## src/rtl/bp_pkg.sv

```systemverilog
// bp_pkg: shared branch-predictor types and widths for the resolve queue and predictor
package bp_pkg;
  localparam int XLEN = 32;
  localparam int IDX_W = 8;
  localparam int BQ_DEPTH = 8;
  typedef enum logic [1:0] {BP_SNT, BP_WNT, BP_WT, BP_ST} bp_counter_t;
  typedef struct packed {
    logic [XLEN-1:0] pc;
    logic            pred_taken;
    logic [XLEN-1:0] pred_target;
  } bq_entry_t;
  function automatic logic [IDX_W-1:0] bp_index(input logic [XLEN-1:0] pc);
    return pc[IDX_W-1:0];
  endfunction
endpackage

```

## src/rtl/bp_queue_mem.sv

```systemverilog
// bp_queue_mem: DEPTH-entry branch queue storage, one write port, one async read port
//   clk      in   clock
//   i_we     in   write enable
//   i_waddr  in   write slot
//   i_wdata  in   entry written
//   i_raddr  in   read slot
//   o_rdata  out  entry at i_raddr (combinational)
module bp_queue_mem
  import bp_pkg::*;
#(
  parameter int DEPTH = BQ_DEPTH
) (
  input  logic                     clk,
  input  logic                     i_we,
  input  logic [$clog2(DEPTH)-1:0] i_waddr,
  input  bq_entry_t                i_wdata,
  input  logic [$clog2(DEPTH)-1:0] i_raddr,
  output bq_entry_t                o_rdata
);
  bq_entry_t r_mem [DEPTH];
  always_ff @(posedge clk) if (i_we) r_mem[i_waddr] <= i_wdata;
  assign o_rdata = r_mem[i_raddr];
endmodule

```

## src/rtl/bp_resolve_queue.sv

```systemverilog
// bp_resolve_queue: in-order queue of in-flight predicted branches; resolves the head,
// drives the predictor update port and raises a mispredict redirect.
//   clk, rst_n                        clock, async active-low reset
//   alloc_valid/ready/pc/pred_*       fetch push (ready = not full)
//   res_valid/taken/target            execute resolves the oldest entry
//   flush                             discard all queued entries
//   upd_we/addr/taken                 registered predictor update, one cycle after resolve
//   mispredict/redirect_pc            registered redirect pulse and correct next PC
//   count                             occupancy
module bp_resolve_queue
  import bp_pkg::*;
#(
  parameter int DEPTH = BQ_DEPTH
) (
  input  logic                       clk,
  input  logic                       rst_n,
  input  logic                       alloc_valid,
  output logic                       alloc_ready,
  input  logic [XLEN-1:0]            alloc_pc,
  input  logic                       alloc_pred_taken,
  input  logic [XLEN-1:0]            alloc_pred_target,
  input  logic                       res_valid,
  input  logic                       res_taken,
  input  logic [XLEN-1:0]            res_target,
  input  logic                       flush,
  output logic                       upd_we,
  output logic [IDX_W-1:0]           upd_addr,
  output logic                       upd_taken,
  output logic                       mispredict,
  output logic [XLEN-1:0]            redirect_pc,
  output logic [$clog2(DEPTH+1)-1:0] count
);
  localparam int PW = $clog2(DEPTH);
  localparam int CW = $clog2(DEPTH+1);
  logic [PW-1:0] r_head, r_tail;
  logic [CW-1:0] r_count;
  bq_entry_t     w_head;
  logic          w_res_acc, w_mis, w_push, w_clear;
  bp_queue_mem #(.DEPTH(DEPTH)) u_mem (
    .clk     (clk),
    .i_we    (w_push),
    .i_waddr (r_tail),
    .i_wdata ('{pc: alloc_pc, pred_taken: alloc_pred_taken, pred_target: alloc_pred_target}),
    .i_raddr (r_head),
    .o_rdata (w_head)
  );
  assign alloc_ready = r_count != CW'(DEPTH);
  assign w_res_acc   = res_valid && r_count != '0;
  assign w_mis       = w_res_acc && (w_head.pred_taken != res_taken ||
                       (res_taken && w_head.pred_target != res_target));
  // a mispredict or flush means anything fetched this cycle is on the wrong path
  assign w_clear     = w_mis || flush;
  assign w_push      = alloc_valid && alloc_ready && !w_clear;
  assign count       = r_count;
  always_ff @(posedge clk or negedge rst_n) begin
    if (!rst_n) begin
      r_head      <= '0;
      r_tail      <= '0;
      r_count     <= '0;
      upd_we      <= 1'b0;
      upd_addr    <= '0;
      upd_taken   <= 1'b0;
      mispredict  <= 1'b0;
      redirect_pc <= '0;
    end else begin
      r_head     <= w_clear ? '0 : r_head + PW'(w_res_acc);
      r_tail     <= w_clear ? '0 : r_tail + PW'(w_push);
      r_count    <= w_clear ? '0 : r_count + CW'(w_push) - CW'(w_res_acc);
      upd_we     <= w_res_acc;
      mispredict <= w_mis;
      if (w_res_acc) begin
        upd_addr  <= bp_index(w_head.pc);
        upd_taken <= res_taken;
      end
      if (w_mis) redirect_pc <= res_taken ? res_target : w_head.pc + XLEN'(4);
    end
  end
endmodule
```

## config.mk

```make
export PLATFORM = sky130hd
export DESIGN_NAME = bp_resolve_queue
export DESIGN_NICKNAME = d
export VERILOG_FILES = /design/src/rtl/bp_pkg.sv /design/src/rtl/bp_queue_mem.sv /design/src/rtl/bp_resolve_queue.sv
export SDC_FILE = /design/constraint.sdc
export NUM_CORES = 1
export LEC_CHECK = 0
export CORE_MARGIN = 3
export CORE_UTILIZATION = 40
export DETAILED_ROUTE_END_ITERATION = 8
export GPL_TIMING_DRIVEN = 0
export PLACE_DENSITY_LB_ADDON = 0.12
export SLEW_MARGIN = 30
export SYNTH_ARGS = -nofsm -noshare
export SYNTH_HDL_FRONTEND = slang
export SYNTH_SLANG_ARGS = --single-unit
```

## constraint.sdc

```tcl
create_clock -name clk -period 30.6 [get_ports clk]
set_input_delay 4.59 -clock clk [delete_from_list [all_inputs] [get_ports clk]]
set_output_delay 4.59 -clock clk [all_outputs]
set_load 0.01 [all_outputs]
```

==> flow_metrics.tcl <==
set metrics [dict create \
    wl_mm 61.3 \
    ant_nets 0 \
    final.period_utilization_pct 28.1 \
    syn_to_final_growth_pct 22.1 \
    cp.arrival_ps 8900 \
    numCtsBuffers 58 \
    rsz0062_at_grt "no" \
    whs_path_depth 2 \
    clock_path_buffers 3 \
    startpoint "res_target[14]" \
    worstPathMaxFanout 10 \
    drt_first_pass_iters 5 \
    setup_tns_ps 0 \
    cp-start-kind "primary input" \
    drv_slew 0 \
    required_ps 30910 \
    ys_ff_latch 573 \
    p_leak_nw 9.63 \
    ys_async_sr_fraction_pct 9.25 \
    fin_crit_ps 8590 \
    drc 0 \
    slowest_delay_ps 630 \
    cap_viol_max_count 0 \
    place.gp.congestion 0.777 \
    reg2reg_to "u_mem.r_mem[2][35]" \
    grt_usage_pct 20.4 \
    r2r_cells 17 \
    ys_warn_count 0 \
    clock_latency_ps 630 \
    grt-ovfl-total 0 \
    io_buffers 149 \
    cts_hold_buf 0 \
    final-setup-viol-count 0 \
    finalNetCount 1637 \
    final_cell_mix "edfxtp_1 (520), clkdlybuf4s50_1 (148), mux4_2 (111)" \
    synthFlopType "edfxtp_1" \
    postSynthAreaPerCell_um2 19.5 \
    layout-drive-gt1-share_pct 26.8 \
    skew_ps 27.8 \
    cts_resized 0 \
    via_count 12400 \
    critPathKind "primary input to flop" \
    cts_setup_buffers 0 \
    synth-seq-area-share_pct 73.0 \
    numClockSinks 573 \
    worstPathCellList "clkdlybuf4s50_1, xor2_1, nand4_1, or4_1, nor4_4, nor3_2, buf_6, nor4_2, buf_2, buf_4, buf_2, buf_2, buf_4, buf_2" \
    synth_cell_types 53 \
    vdd_drop_max_v 0.0000427 \
    grt_pass1_wl_mm 89.0 \
    cts_tree "done" \
    viasPerCell 5.34 \
    initial_core_util_pct 40.8 \
    grt_pass1_vias 12700 \
    hold_class "flop to flop" \
    clockRootBuffer "clkbuf_16" \
    worst-r2r-setup-slack_ps 24810 \
    grt_start_max_net_pins 31 \
    min_to "upd_addr[0]" \
    drt_iter0_drc 1071 \
    power_density_nw_per_um2 75.4 \
    final_common_cell "edfxtp_1" \
    setup.worst_path.end_class "flop" \
    cpMostUsedCell "buf_2" \
    worstMarginPinSlew_ps 1010 \
    syn-num-nets 1303 \
    antenna_found_initial 2 \
    synth_area_um2 23200 \
    wire_per_inst_um 26.4 \
    io_pins 151 \
    max_freq_mhz 116 \
    crit_slowest_cell "clkdlybuf4s50_1" \
    hpwlAfterDp_mm 45.7 \
    design_area_um2 28400 \
    clkSlewWorstSetupHoldPaths_ps 60 \
    h-tree-depth 2 \
    synth-edff-count 520 \
    max_slew_margin_pct 32.5 \
    finalHoldViolCount 0 \
    rows 87 \
    die_y_um 247 \
    timing.rr.start "r_head[0]" \
    placed_area_um2 26500 \
    finalPower_mw 2.14 \
    fp.coreArea_um2 56900 \
    status "finished clean" \
    die_area_um2 61000 \
    synth_cells 1188 \
    worstHoldStart "upd_addr[0]" \
    die_x_um 247 \
]
## per-layer routing
layer / vias to the layer above / part of all wire, % / global-route usage, %
met5: - / 0.021 / 0
met4: 2 / 2.0 / 4.70
met3: 81 / 6.2 / 3.99
met2: 362 / 47 / 32.6
met1: 6517 / 45 / 29.3
li1: 5451 / - / -
## per-stage QoR
step	utilization (%)	setup slack, ps	hold slack, ps	std cells
after floorplan	-	17530	514	1188
after global placement	45.1	8480	466	2093
after detailed placement	46.6	21320	478	2218
after CTS	49.8	21940	492	2325
after global routing	49.8	21780	514	2325
final	49.8	22010	481	2326
## final cells by class
type / instances / area, µm²
fillers: 4695 / 28600
diodes: 1 / 2.50
plain buffers: 56 / 377
well taps: 756 / 946
multi-input cells: 542 / 5880
inverters: 17 / 63.8
clock buffers: 74 / 1570
repair buffers: 274 / 2300
clock inverters: 33 / 272
flip-flops and latches: 573 / 16900
## power breakdown
part	total (mW)	switching [mW]	internal, mW	leakage [nW]
sequential	0.946	0.0404	0.906	5.35
combinational	0.502	0.257	0.246	3.36
clock	0.689	0.294	0.395	0.920
total	2.14	0.591	1.55	9.63
## state kept, by name, indices dropped and copies added (netlist names)
register	flops
u_mem.r_mem	520
upd_addr	8
redirect_pc	32
r_tail	3
count	4
upd_taken	1
upd_we	1
mispredict	1
r_head	3
## synthesized netlist by cell type (5+ instances only)
cell	n	share of area [%]
xor2_1	29	1.1
mux4_2	111	11
edfxtp_1	520	67
nor3_1	20	0.43
dfrtp_1	53	5.7
inv_1	16	0.26
ha_1	11	0.59
or3_1	5	0.13
nor2_1	14	0.23
mux2i_1	83	3.6
nor4_1	14	0.38
buf_4	15	0.49
a21oi_1	5	0.11
clkbuf_1	12	0.19
mux2_2	11	0.53
buf_6	12	0.58
nor2b_1	5	0.13
nand2b_1	5	0.13
mux2_4	27	1.7
buf_2	15	0.32
nand2_1	66	1.1
xnor2_1	28	1.1
nor3b_1	7	0.23
nand3_1	8	0.17
o21ai_0	39	0.84
a22oi_1	10	0.32
## logic make-up after synthesis
family	after synthesis	share of synthesized area (%)
compound gates	71	1.86
xor+xnor	57	2.15
fa+ha+maj	12	0.679
buf+inv	73	1.89
flops	573	73.0
mux	232	16.6
simple gates	170	3.82
## how the worst max path moves through the flow
stage	to	slack, ps	cells past startpoint
finish	u_mem.r_mem[2][35]	22010	14
global route	u_mem.r_mem[2][35]	21780	14
CTS	u_mem.r_mem[2][35]	21940	14
detailed placement	u_mem.r_mem[2][47]	21320	14
global placement	u_mem.r_mem[6][38]	8480	8
floorplan	u_mem.r_mem[0][0]	17530	7
## worst max-delay path: cells and delay by family
kind / cells / cell delay [ps]
and+or+nand+nor: 5 / 1860
buffers and inverters: 8 / 2050
xor gates and xnor gates: 1 / 380
No activity file was read; power rests on OpenSTA's default activity.
